$ cat src/rtl/phase_bank_if.sv
// rtl/phase_bank_if.sv - command/strobe inputs and phase/status outputs of phase_bank
// master drives the command side; slave is the phase_bank instance.
interface phase_bank_if #(
  parameter int NUM_CH  = 64,
  parameter int PHASE_W = 8
);
  logic [31:0]               latest_data;
  logic                      phase_parse_en;
  logic                      phase_calib_en;
  logic [NUM_CH*PHASE_W-1:0] phases_out;
  logic                      commit_pulse;
  logic [15:0]               commit_count;
  logic                      addr_error;

  modport master (
    output latest_data, phase_parse_en, phase_calib_en,
    input  phases_out, commit_pulse, commit_count, addr_error
  );

  modport slave (
    input  latest_data, phase_parse_en, phase_calib_en,
    output phases_out, commit_pulse, commit_count, addr_error
  );
endinterface

$ cat src/rtl/phase_bank.sv
// rtl/phase_bank.sv - double-buffered transducer phase bank with commit and optional calibration
// Define PHASE_BANK_CALIB_EN to add per-channel offsets applied at commit time.
module phase_bank #(
  parameter int NUM_CH  = 64,
  parameter int PHASE_W = 8
) (
  input  logic         clk,
  input  logic         rst,
  phase_bank_if.slave  bus
);

  logic [7:0]         w_addr;
  logic [PHASE_W-1:0] w_phase;
  logic               w_addr_ok;
  logic               w_commit;
  logic               w_addr_bad;
  logic               w_unused;

  logic [PHASE_W-1:0]        r_shadow [NUM_CH];
  logic [NUM_CH*PHASE_W-1:0] r_phases;
  logic                      r_pulse;
  logic [15:0]               r_count;
  logic                      r_err;

  assign w_addr    = bus.latest_data[7:0];
  assign w_phase   = bus.latest_data[8 +: PHASE_W];
  assign w_addr_ok = ({1'b0, w_addr} < 9'(NUM_CH));
  assign w_commit  = bus.phase_parse_en && (w_addr == 8'hFF);
  // 8'hFF is the commit code on the phase strobe and a silent no-op on the calib strobe
  assign w_addr_bad = (bus.phase_parse_en || bus.phase_calib_en) && !w_addr_ok && (w_addr != 8'hFF);
  assign w_unused  = ^bus.latest_data;

`ifdef PHASE_BANK_CALIB_EN
  logic [PHASE_W-1:0] r_calib [NUM_CH];
`endif

  always_ff @(posedge clk) begin
    if (rst) begin
      for (int i = 0; i < NUM_CH; i++) begin
        r_shadow[i] <= '0;
`ifdef PHASE_BANK_CALIB_EN
        r_calib[i]  <= '0;
`endif
      end
      r_phases <= '0;
      r_pulse  <= 1'b0;
      r_count  <= 16'd0;
      r_err    <= 1'b0;
    end else begin
      r_pulse <= w_commit;
      if (w_commit) begin
        r_count <= r_count + 16'd1;
        for (int i = 0; i < NUM_CH; i++) begin
`ifdef PHASE_BANK_CALIB_EN
          r_phases[i*PHASE_W +: PHASE_W] <= r_shadow[i] + r_calib[i];
`else
          r_phases[i*PHASE_W +: PHASE_W] <= r_shadow[i];
`endif
        end
      end
      // Writes land in the same edge as a commit; the commit still sees the old values
      for (int i = 0; i < NUM_CH; i++) begin
        if (bus.phase_parse_en && w_addr_ok && (w_addr == 8'(i)))
          r_shadow[i] <= w_phase;
`ifdef PHASE_BANK_CALIB_EN
        if (bus.phase_calib_en && w_addr_ok && (w_addr == 8'(i)))
          r_calib[i] <= w_phase;
`endif
      end
      if (w_addr_bad)
        r_err <= 1'b1;
    end
  end

  assign bus.phases_out   = r_phases;
  assign bus.commit_pulse = r_pulse;
  assign bus.commit_count = r_count;
  assign bus.addr_error   = r_err;

endmodule
$ cat src/flat_wrapper.sv
// flat-port wrapper written by rule: the top's interface ports become plain ports
module phase_bank_flat 
#(
  parameter int NUM_CH  = 64,
  parameter int PHASE_W = 8
)
  (clk, rst, bus_latest_data, bus_phase_parse_en, bus_phase_calib_en, bus_phases_out, bus_commit_pulse, bus_commit_count, bus_addr_error);
  phase_bank_if #(.NUM_CH(NUM_CH), .PHASE_W(PHASE_W)) bus_i ();
  input  logic clk;
  input  logic rst;
  input wire logic [$bits(bus_i.latest_data)-1:0] bus_latest_data;
  input wire logic [$bits(bus_i.phase_parse_en)-1:0] bus_phase_parse_en;
  input wire logic [$bits(bus_i.phase_calib_en)-1:0] bus_phase_calib_en;
  output wire logic [$bits(bus_i.phases_out)-1:0] bus_phases_out;
  output wire logic [$bits(bus_i.commit_pulse)-1:0] bus_commit_pulse;
  output wire logic [$bits(bus_i.commit_count)-1:0] bus_commit_count;
  output wire logic [$bits(bus_i.addr_error)-1:0] bus_addr_error;
  assign bus_i.latest_data = bus_latest_data;
  assign bus_i.phase_parse_en = bus_phase_parse_en;
  assign bus_i.phase_calib_en = bus_phase_calib_en;
  assign bus_phases_out = bus_i.phases_out;
  assign bus_commit_pulse = bus_i.commit_pulse;
  assign bus_commit_count = bus_i.commit_count;
  assign bus_addr_error = bus_i.addr_error;
  phase_bank #(.NUM_CH(NUM_CH), .PHASE_W(PHASE_W)) u_core (.clk(clk), .rst(rst), .bus(bus_i));
endmodule
$ cat config.mk
export PLATFORM = sky130hd
export DESIGN_NAME = phase_bank_flat
export DESIGN_NICKNAME = d
export VERILOG_FILES = /design/src/rtl/phase_bank_if.sv /design/src/rtl/phase_bank.sv /design/src/flat_wrapper.sv
export SDC_FILE = /design/constraint.sdc
export NUM_CORES = 2
export LEC_CHECK = 0
export BUFFER_PORTS_ARGS = -buffer_cell sky130_fd_sc_hd__buf_2
export CORE_MARGIN = 5
export CORE_UTILIZATION = 55
export DETAILED_ROUTE_END_ITERATION = 8
export PLACE_DENSITY = 0.78
export SLEW_MARGIN = 0
export SYNTH_ARGS = -nofsm -noshare
export SYNTH_HDL_FRONTEND = slang
export SYNTH_SLANG_ARGS = --single-unit
$ cat constraint.sdc
create_clock -name clk -period 3.1 [get_ports clk]
set_input_delay 0.93 -clock clk [delete_from_list [all_inputs] [get_ports clk]]
set_output_delay 0.93 -clock clk [all_outputs]
set_load 0.02 [all_outputs]
==> impl_results.md <==
* # fillers at 4562
* Routed Antenna Nets at 0
* Worst path arrival time at 2.81 ns
* Fmax at 0.402 GHz
* Worst-path clk slew at 0.06 ns
* Critical path endpoint category: flop
* Largest net degree at the start of global routing at 232
* Static leakage at 16.4 nW
* CTS resizes at 0
* I/O Buffers at 549
* CTS sink count at 1042
* Final worst-path cycle share at 80.2%
* CP Class: primary input to flop
* CTS Hold Buffers Added at 0
* Global-route wire length before repair at 160 mm
* Synth top cells by count: nand2_1 (1121), dfxtp_1 (530), a21oi_1 (524)
* Final hold violation count at 0
* Initial DRC Count at 3319
* Hold WS at 0.449 ns
* Share of cells above drive strength 1 at 22.4%
* Cell at the slowest stage of the critical path: or3b_2
* YS warnings at 0
* Cells after Synth at 3296
* Worst slack at placement at -0.0518 ns
* Vias at 26900
* CP peak stage delay at 0.52 ns
* Worst Path Buf+Inv at 1
* Pwr Total at 28.3 mW
* Cell family with most CP delay: simple AND/OR/NAND/NOR gates
* Initial antenna violation count at 9
* Status: completed
* Final GP Congestion at 0.829
* Most used cell, CP: nand2_1
* Synth Cell Area at 35400 um^2
* Maximum VDD drop at 474 uV
* Post-synth EDFFs at 512
* HPWL after DPL at 71.4 mm
* Die X at 264 um
* CTS tree: built
* Clk root buf: clkbuf_16
* Post-CTS Setup Bufs at 0
* Reg area at 26000 um^2
* Layout Nets at 3908
* Largest family of logic cells by synthesized area: simple AND/OR/NAND/NOR gates
* Sequential share of the synthesized area at 73.3%
* Starting Density at 55.3%
* Worst path required time at 3.43 ns
* Area of the multi-input gates at 8670 um^2
* Synth async-reset ratio at 0%
* All-Layer GR Usage at 30.3%
* Maxcap violations at 0
* Slew headroom at 6.61%
* Synth Area in Adders at 0.0353%
* Post-route minimum period at 2.48 ns
* Hold crit path type: flop to flop
* Worst skew pair latency at 0.66 ns
* Post-Synth XOR/XNOR Area at 0.124%
* Post-Synth Simple-Gate Area at 15.9%
* Number of synthesized register bits at 1042
* IO Pins at 566
* Drt first pass iters at 5
* Die Y at 264 um
* Power density over cell area at 651 nW/um^2
* Clock buffer depth at 3
* Number of global-route vias before repair at 25300
* Post-synth top area cell: edfxtp_1
* Die area at 69600 um^2
* Final Skew at 0.0197 ns
* Number of remaining DRC errors at 0
* Area grow syn2layout at 22.6%
* WL/cell at 22.9 um
* Num CTS Buffers at 100
* Synth unique cells at 41
* GRT overflow at 0
* Std-Cell Rows at 93
* Prevailing post-synth register cell: dfxtp_1
* Post-synth top area share at 43.4%
* CP Launch Type: primary input
* Compound-cell area share of the yosys netlist at 8.02%
* Slew @ Worst Pin at 1.40 ns
* Mux share of post-synthesis cell area at 0%
* Fin. max-slew vios at 0
* PnR worst setup slack at 0.615 ns
* Synth area leaders: edfxtp_1 (43%), dfxtp_1 (30%), nand2_1 (12%)
* Wire length after detailed routing at 111 mm
* CP Max Fanout at 9
* Core area at 64100 um^2
* Vias/cell at 5.58
* Syn_nets at 3333
* H-tree Lvls at 3
* Final setup fails at 0
* Avg Cell Area, Syn at 10.8 um^2
* Most common cell in the netlist: nand2_1
* Crit-path cells: buf_2 > or3b_2 > nor3_2 > nand2_1 > nand2_1
* RSZ-0062 raised after global routing: false
power by group:
| part | internal, mW | total, mW | switching [mW] | leakage (nW) |
|---|---|---|---|---|
| clock network | 7.13 | 12.4 | 5.30 | 1.67 |
| registers | 14.9 | 15.0 | 0.135 | 9.16 |
| logic | 0.146 | 0.793 | 0.647 | 5.61 |
| total | 22.2 | 28.3 | 6.09 | 16.4 |
layer usage:
| layer | vias up | track usage [%] | part of all wire, % |
|---|---|---|---|
| met4 | 8 | 12.9 | 4.7 |
| li1 | 12200 | - | - |
| met3 | 261 | 7.67 | 11 |
| met5 | - | 0 | 0.045 |
| met1 | 13000 | 39.3 | 37 |
| met2 | 1491 | 49.0 | 47 |
stage by stage:
step	std cells	setup TNS, ns	utilization [%]	area [um^2]
4_1_cts	4814	0	67.7	43400
5_1_grt	4815	0	67.7	43400
2_1_floorplan	3296	0	-	35400
3_3_place_gp	4624	-0.0322	62.4	40000
3_5_place_dp	4624	-0.758	62.4	40000
6_report	4819	0	67.7	43400
flip-flops by register name (all words and copies together) (netlist names):
register / count
bus_phases_out: 512
u_core.bus.addr_error: 1
u_core.bus.commit_count: 16
u_core.bus.commit_pulse: 1
u_core.r_shadow: 512
layout by cell type (no fill, tap or decap), types with 5 or more instances in the layout:
cell type and n:
dfxtp_1 530, buf_2 548, clkbuf_8 26, or4_1 6
o21ai_1 7, clkbuf_16 101, buf_12 35, o21ai_0 12
diode_2 5, nand2_1 1113, edfxtp_1 512, a21oi_1 524
clkbuf_1 30, inv_2 8, nand2_2 7, o21ai_2 7
nor2_1 286, nand3_1 10, buf_4 103, clkinv_2 15
bufinv_16 5
layout make-up:
class                   count  share of cell area [%]
inverters                   9                  0.0835
clock inverters            33                   0.988
diodes                      5                  0.0288
clock buffers             157                    6.90
repair buffers            687                    9.74
flip-flops and latches   1042                    59.8
multi-input cells        2031                    20.0
well taps                 855                    2.46
worst register-to-register path: cells and delay by family, from the launching register on:
| kind | cells | cell delay (ns) |
|---|---|---|
| and+or+nand+nor | 3 | 1.45 |
| DFF | 1 | 0.44 |
| AOI/OAI and AO/OA | 1 | 0.18 |
cell families after synthesis:
group | count (synthesis)
buf+inv | 223
simple gates | 1463
xor+xnor | 5
flops | 1042
compound gates | 562
fa+ha+maj | 1
worst paths after layout:
kind / from / cells past startpoint / to / slack [ns]
setup / recovery: bus_latest_data[7] / 5 / u_core.r_shadow[1][6] / 0.62
hold reg to reg: bus_phases_out[328] / 2 / bus_phases_out[328] / 0.45
setup reg to reg: u_core.bus.commit_count[3] / 4 / u_core.bus.commit_count[15] / 0.94
hold / removal: bus_phases_out[328] / 2 / bus_phases_out[328] / 0.45
(Power assumes the default switching activity.)
